--- config.mk ---
export PLATFORM = sky130hd
export DESIGN_NAME = friet_stream_packer
export DESIGN_NICKNAME = d
export VERILOG_FILES = /design/src/rtl/friet_stream_packer.sv
export SDC_FILE = /design/constraint.sdc
export NUM_CORES = 1
export LEC_CHECK = 0
export CAP_MARGIN = 20
export CORE_UTILIZATION = 57
export DETAILED_ROUTE_END_ITERATION = 8
export PLACE_DENSITY_LB_ADDON = 0.08
export SETUP_SLACK_MARGIN = 0.3
export SLEW_MARGIN = 25
export SYNTH_ARGS = -nofsm -noshare
export SYNTH_HDL_FRONTEND = slang
export SYNTH_SLANG_ARGS = --single-unit
--- constraint.sdc ---
create_clock -name clk -period 8.3 [get_ports clk]
set_input_delay 1.245 -clock clk [delete_from_list [all_inputs] [get_ports clk]]
set_output_delay 1.245 -clock clk [all_outputs]
set_load 0.02 [all_outputs]
--- src/rtl/friet_stream_packer.sv ---
// Packs a stream of narrow words into wide blocks and queues them behind a
// small FIFO, with optional 0x01 end-of-message padding.
module friet_stream_packer #(
  parameter int DIN_WIDTH       = 32,
  parameter int DIN_SIZE_WIDTH  = 2,
  parameter int DOUT_WIDTH      = 128,
  parameter int DOUT_SIZE_WIDTH = 4,
  parameter int DEPTH_WIDTH     = 1,
  parameter int PAD_ENABLE      = 0
) (
  input  logic                       clk,
  input  logic                       rst,
  input  logic [DIN_WIDTH-1:0]       din,
  input  logic [DIN_SIZE_WIDTH:0]    din_size,
  input  logic                       din_last,
  input  logic                       din_valid,
  output logic                       din_ready,
  output logic [DOUT_WIDTH-1:0]      dout,
  output logic [DOUT_SIZE_WIDTH:0]   dout_size,
  output logic                       dout_last,
  output logic                       dout_valid,
  input  logic                       dout_ready,
  output logic [DEPTH_WIDTH:0]       occupancy
);

  localparam int NB     = DIN_WIDTH / 8;
  localparam int W      = DOUT_WIDTH / DIN_WIDTH;
  localparam int DEPTH  = 1 << DEPTH_WIDTH;
  localparam int WCNT_W = (W > 1) ? $clog2(W) : 1;
  localparam int CW     = DOUT_SIZE_WIDTH + 1;
  localparam int OW     = DEPTH_WIDTH + 1;
  localparam int SW     = DIN_SIZE_WIDTH + 1;

  localparam logic [0:0] ACCUM       = 1'b0;
  localparam logic [0:0] PAD_PENDING = 1'b1;

  logic [0:0]            state;
  logic [WCNT_W-1:0]     wcnt;
  logic [DOUT_WIDTH-1:0] asm_data;
  logic [CW-1:0]         asm_count;

  logic [DOUT_WIDTH-1:0] q_data [DEPTH];
  logic [CW-1:0]         q_size [DEPTH];
  logic                  q_last [DEPTH];
  logic [DEPTH_WIDTH-1:0] rd_ptr;
  logic [DEPTH_WIDTH-1:0] wr_ptr;
  logic [OW-1:0]          occ;

  logic                  pad_on;
  logic                  pop;
  logic                  space;
  logic                  accept;
  logic                  full_word;
  logic                  slot_last;
  logic                  complete;
  logic                  to_pad;
  logic                  push_word;
  logic                  push_pad;
  logic                  push;
  logic [DIN_WIDTH-1:0]  word_mod;
  logic [DOUT_WIDTH-1:0] blk_data;
  logic [CW-1:0]         blk_count;
  logic [DOUT_WIDTH-1:0] push_data;
  logic [CW-1:0]         push_size;
  logic                  push_last;

  assign pad_on    = (PAD_ENABLE != 0);
  assign pop       = (occ != '0) && dout_ready;
  // A pop in the same cycle frees a slot, so a full queue still accepts.
  assign space     = (occ < OW'(DEPTH)) || pop;
  assign din_ready = !rst && (state == ACCUM) && space;
  assign accept    = din_valid && din_ready;
  assign full_word = (din_size == SW'(NB));
  assign slot_last = (wcnt == WCNT_W'(W - 1));
  assign complete  = din_last || slot_last;
  assign to_pad    = pad_on && din_last && full_word && slot_last;
  assign push_word = accept && complete;
  assign push_pad  = (state == PAD_PENDING) && space;
  assign push      = push_word || push_pad;

  // Pad byte goes right after the last valid byte; bytes above it are cleared.
  always_comb begin
    word_mod = din;
    if (pad_on && din_last && !full_word) begin
      for (int unsigned i = 0; i < NB; i++) begin
        if (i == 32'(din_size))
          word_mod[i*8 +: 8] = 8'h01;
        else if (i > 32'(din_size))
          word_mod[i*8 +: 8] = 8'h00;
      end
    end
  end

  always_comb begin
    blk_data = asm_data | (DOUT_WIDTH'(word_mod) << (32'(wcnt) * DIN_WIDTH));
    if (pad_on && din_last && full_word && !slot_last)
      blk_data = blk_data | (DOUT_WIDTH'(8'h01) << ((32'(wcnt) + 1) * DIN_WIDTH));
    blk_count = asm_count + CW'(din_size);
  end

  always_comb begin
    push_data = blk_data;
    push_size = blk_count;
    push_last = din_last && !to_pad;
    if (push_pad) begin
      push_data = DOUT_WIDTH'(8'h01);
      push_size = '0;
      push_last = 1'b1;
    end
  end

  always_ff @(posedge clk) begin
    if (rst) begin
      state     <= ACCUM;
      wcnt      <= '0;
      asm_data  <= '0;
      asm_count <= '0;
      rd_ptr    <= '0;
      wr_ptr    <= '0;
      occ       <= '0;
      for (int unsigned d = 0; d < DEPTH; d++) begin
        q_data[d] <= '0;
        q_size[d] <= '0;
        q_last[d] <= 1'b0;
      end
    end else begin
      if (accept) begin
        if (complete) begin
          wcnt      <= '0;
          asm_data  <= '0;
          asm_count <= '0;
          if (to_pad)
            state <= PAD_PENDING;
        end else begin
          wcnt      <= wcnt + WCNT_W'(1);
          asm_data  <= blk_data;
          asm_count <= blk_count;
        end
      end
      if (push_pad)
        state <= ACCUM;
      if (push) begin
        q_data[wr_ptr] <= push_data;
        q_size[wr_ptr] <= push_size;
        q_last[wr_ptr] <= push_last;
        wr_ptr         <= wr_ptr + DEPTH_WIDTH'(1);
      end
      if (pop)
        rd_ptr <= rd_ptr + DEPTH_WIDTH'(1);
      occ <= occ + OW'(push) - OW'(pop);
    end
  end

  assign dout       = q_data[rd_ptr];
  assign dout_size  = q_size[rd_ptr];
  assign dout_last  = q_last[rd_ptr];
  assign dout_valid = (occ != '0);
  assign occupancy  = occ;

endmodule

## After elaboration in Yosys (flattened, before gate mapping)

Memory sizes are Yosys's and may differ from the RTL's. A register that Yosys moved wholly into a read port is not among the register bits.
Cells that the tools add are included.
Widths: inputs -> output; s select.

- Register bits: 139
- Memory bits (writable): 268
- Output and inout port bits: 138
- Word-level logic and storage cells: 53
- Memories kept: 3

- $add $sub $neg: 6
- Order comparisons: 1
- Equal/unequal tests: 1
- Shifts and indexed selects: 1
- Multiplexer cells: 23
- Bitwise operators: 1
- Reduce and logical (&&, ||, !) cells: 11

Memory list:

| name | words | width | rd ports | clocked after Yosys merged registers in | wr ports | RTL line | source |
|---|---|---|---|---|---|---|---|
| q_data | 2 | 128 | 1 | 1 | 2 | 42 | `logic [DOUT_WIDTH-1:0] q_data [DEPTH];` |
| q_size | 2 | 5 | 1 | 1 | 2 | 43 | `logic [CW-1:0] q_size [DEPTH];` |
| q_last | 2 | 1 | 1 | 1 | 2 | 44 | `logic q_last [DEPTH];` |

Operators by type and width:

| operator | count |
|---|---|
| $mux 128 | 2 |
| $or 128x128->128 | 1 |
| $reduce_or 128->1 | 1 |
| $shl 32x7->128 | 1 |
| $mux 1 | 18 |
| $mux 5 | 2 |
| $add 5x3->5 | 1 |
| $reduce_or 5->1 | 1 |
| $logic_and 1x1->1 | 4 |
| $add 1x1->1 const B | 2 |
| $add 2x1->2 | 1 |
| $add 2x1->2 const B | 1 |
| $eq 2x2->1 const B | 1 |
| $logic_or 1x1->1 | 2 |
| $lt 2x2->1 const B | 1 |
| $mux 2 | 1 |
| $reduce_bool 2->1 | 1 |
| $sub 2x1->2 | 1 |
| $logic_not 1->1 | 1 |
| $reduce_or 1->1 | 1 |

## Longest topological paths before layout

- Word-level depth: 11
- Mapped depth: 10

## Worst setup path before layout

OpenSTA, ideal clock, no wires.

- Path type: input -> register
- Start: input rst
- End: memory q_data[0][0] (enable)
- Library setup time: 517 ps
- Arrival: 5344 ps
- Data required time: 7783 ps
- Slack: 2439 ps
- Stages: 6
- Path buffers: 2
- Cells stage by stage: nand2b_2 or2_1 or3_1 buf_4 buf_6 nand2b_1

RTL lines:

| what | RTL line | source |
|---|---|---|
| start: declaration | 12 | `input logic rst,` |
| end: declaration | 42 |  |

==> results by group <==
Hold path
  • Worst Hold End: asm_count[2]
  • Hold Startpoint: asm_count[2]
  • Hold path cells: 2
  • HP Class: reg2reg

Route
  • Antenna-violating nets left: 0
  • Residual DRC: 0
  • Drt first pass iters: 5
  • Routed Wire Length: 36400 um
  • Starting DRC count in detailed routing: 1035
  • Vias per std cell: 5.61
  • Via count: 10700
  • Routed len/inst: 19.0 um

Placed design
  • GPL Wtd Cong: 0.741
  • DP HPWL: 20700 um
  • Port Buffers: 177
  • DP Worst Slack: 3.06 ns

Global route
  • GR Util All Layers: 25.2%
  • First-pass GRT wire length: 56200 um
  • Gr ovfl total: 0
  • Largest net degree at the start of global routing: 91
  • Number of global-route vias before repair: 10200
  • Initial antenna violation count: 1

Synth
  • Xor and xnor fraction of the mapped netlist area: 0.378%
  • Post-synthesis cell area: 16200 um2
  • Top post-synthesis cells by area: edfxtp_1, dfxtp_1, mux2_2
  • Synth top area share: 49.6%
  • Multiplexer area fraction after synthesis: 9.29%
  • Mean area per synthesized cell: 11.7 um2
  • Post-Synthesis Cells: 1388
  • YS warnings: 0
  • Area leader, netlist: edfxtp_1
  • Syn Nets: 1435
  • Post-synthesis compound-gate area fraction: 8.31%
  • Seq/Total Area, Yosys: 66.8%
  • Largest family of logic cells by synthesized area: simple AND/OR/NAND/NOR gates
  • Post-Synth Adder-Cell Area: 0.586%
  • Count of cell types in the netlist: 34
  • Post-synthesis sequential element count: 408
  • Synth Area in Simple Gates: 11.1%

STA
  • Crit path time final: 4.96 ns
  • RSZ-0062 raised after global routing: false
  • Final setup violation count: 0
  • Slew HR: 31.1%
  • Max Clock Skew: 0.0152 ns
  • Setup TNS Final: 0 ns
  • Final hold slack: 0.462 ns
  • Setup WS post-layout: 3.34 ns
  • Final worst-path cycle share: 59.7%
  • Measured slew at the worst slew-check pin: 1.03 ns
  • Fin. Hold Viols: 0
  • Slew Viols, Final: 0
  • Achievable Freq: 202 MHz

Clocking
  • Clock Path Buffers: 3
  • Setup bufs post-CTS: 0
  • Cts bufs inserted: 41
  • Skew-Pair Late Insertion Delay: 0.53 ns
  • Sink Count: 408
  • Clk slew on worst S/H paths: 0.06 ns
  • Clk root buf: clkbuf_16
  • Resized cells post-CTS: 0
  • CTS tree: done
  • # H-tree levels: 2
  • Hold-fix buffer count after cts: 0

Setup path
  • R2r endpoint: q_size[1][3]
  • CP arrival: 3.71 ns
  • Startpoint class of the critical path: flop
  • R2r setup slk: 4.73 ns
  • CP max stage delay: 0.78 ns
  • CP Class: reg2out
  • Worst Reg-to-Reg Cells: 5
  • Slowest-stage cell, CP: dfxtp_4
  • CP Max Fanout: 50
  • Critical R2R Launch: occupancy[1]
  • Crit. End Element: output port
  • Worst path most repeated cell: buf_4
  • Cell Chain, Critical Path: buf_4, buf_4, mux2_2, clkdlybuf4s50_1
  • CP Data Required Time: 7.05 ns

Pwr
  • Pwr Total: 5.26 mW
  • Leakage: 6.80 nW
  • Power Density: 268 nW/um2
  • Peak VDD IR: 0.168 mV

Cells and area
  • Layout Nets: 1552
  • Diode count: 0
  • Core Util, Final: 70.2%
  • Fraction of layout cells with a size suffix above 1: 15.7%
  • Area delta synth->final: 20.7%

Floorplanning
  • Rows: 61
  • Core Region: 27900 um2
  • Die Height: 171 um
  • Initial Util: 58.1%
  • Die X: 171 um
  • Die ar.: 29200 um2
  • Top-Level Pins: 178

Run
  • Number of max-cap violations: 0

Status
  • Status: completed
how the worst max path moves through the flow:
| stage | end | slack, ns | from | depth (start not counted) |
|---|---|---|---|---|
| CTS | dout[0] | 3.28 | flop | 4 |
| global route | dout[0] | 3.18 | flop | 4 |
| floorplan | q_data[0][0] | 2.44 | rst | 6 |
| global placement | q_size[1][1] | 3.10 | rst | 6 |
| detailed placement | q_size[1][2] | 3.06 | rst | 6 |
| finish | dout[37] | 3.34 | flop | 4 |
placed cells by master (no fill, tap or decap), drive strengths merged, types with 2 or more instances in the layout:
cell and count:
nor2 405, edfxtp 268, a21oi 262, clkdlybuf4s50 177
dfxtp 140, mux2 134, clkbuf 66, buf 18
inv 7, nand2 6, ha 6, clkinv 6
nor2b 5, xor2 4, nand3 4, nor3b 3
xnor2 3, or2 3, nand2b 3, or3 3
o21ai 2, clkinvlp 2, and2 2, a21o 2
synth_stat cells, drive strengths merged:
cell type / number
clkbuf: 77
nor4: 1
o31ai: 1
a21oi: 262
o21ai: 2
nand3: 4
nor2: 405
edfxtp: 268
nor2b: 5
xor2: 4
mux2: 134
buf: 44
fa: 1
or4: 1
a31oi: 1
or3: 3
and2: 2
a21o: 2
or2: 3
ha: 6
nor3b: 3
inv: 6
xnor2: 3
nand2b: 3
nand2: 6
nand3b: 1
dfxtp: 140
sequential cells by signal, summed over array words and instances (netlist names), named ones only:
register / flops
rd_ptr: 1
asm_data: 128
q_last: 2
q_data: 256
wcnt: 2
q_size: 10
occupancy: 2
wr_ptr: 1
asm_count: 5
area by class of cell:
| type | count | area [um2] |
|---|---|---|
| tap | 378 | 473 |
| multi-input combinational | 853 | 4900 |
| inverter | 6 | 22.5 |
| fill | 2042 | 8330 |
| timing repair buffer | 195 | 2010 |
| clock inverter | 9 | 52.6 |
| clock buffer | 66 | 1280 |
| sequential | 408 | 10900 |
kinds of logic (layout without fill, tap and decap cells):
| group | Yosys count | after routing |
|---|---|---|
| AO/OA/AOI/OAI | 268 | 268 |
| AND/OR/NAND/NOR | 437 | 437 |
| flip-flops | 408 | 408 |
| buffers and inverters | 127 | 276 |
| multiplexers | 134 | 134 |
| adder cells (fa/ha/maj) | 7 | 7 |
| XOR/XNOR | 7 | 7 |
routing by layer:
layer	GRT usage [%]	up-vias	routed length, um
li1	-	5049	-
met1	33.9	5298	15600
met2	42.5	337	17900
met3	4.21	50	2280
met4	6.38	2	680
met5	0	-	17
critical path: cells and delay by family (launching register included):
kind / cells / cell delay, ns
buf+inv: 3 / 1.88
flops: 1 / 0.78
mux: 1 / 0.45
report_power, final:
part / switching [mW] / total (mW) / internal (mW)
combinational: 0.603 / 1.13 / 0.531
sequential: 0.0661 / 2.32 / 2.26
clock: 0.744 / 1.80 / 1.06
metrics by stage:
stage | cell area (um2) | std cells
2_1_floorplan | 16200 | 1388
3_3_place_gp | 18100 | 1835
3_5_place_dp | 18300 | 1840
4_1_cts | 19600 | 1915
5_1_grt | 19600 | 1915
6_report | 19600 | 1915
Power figures use the tool's default switching activity.
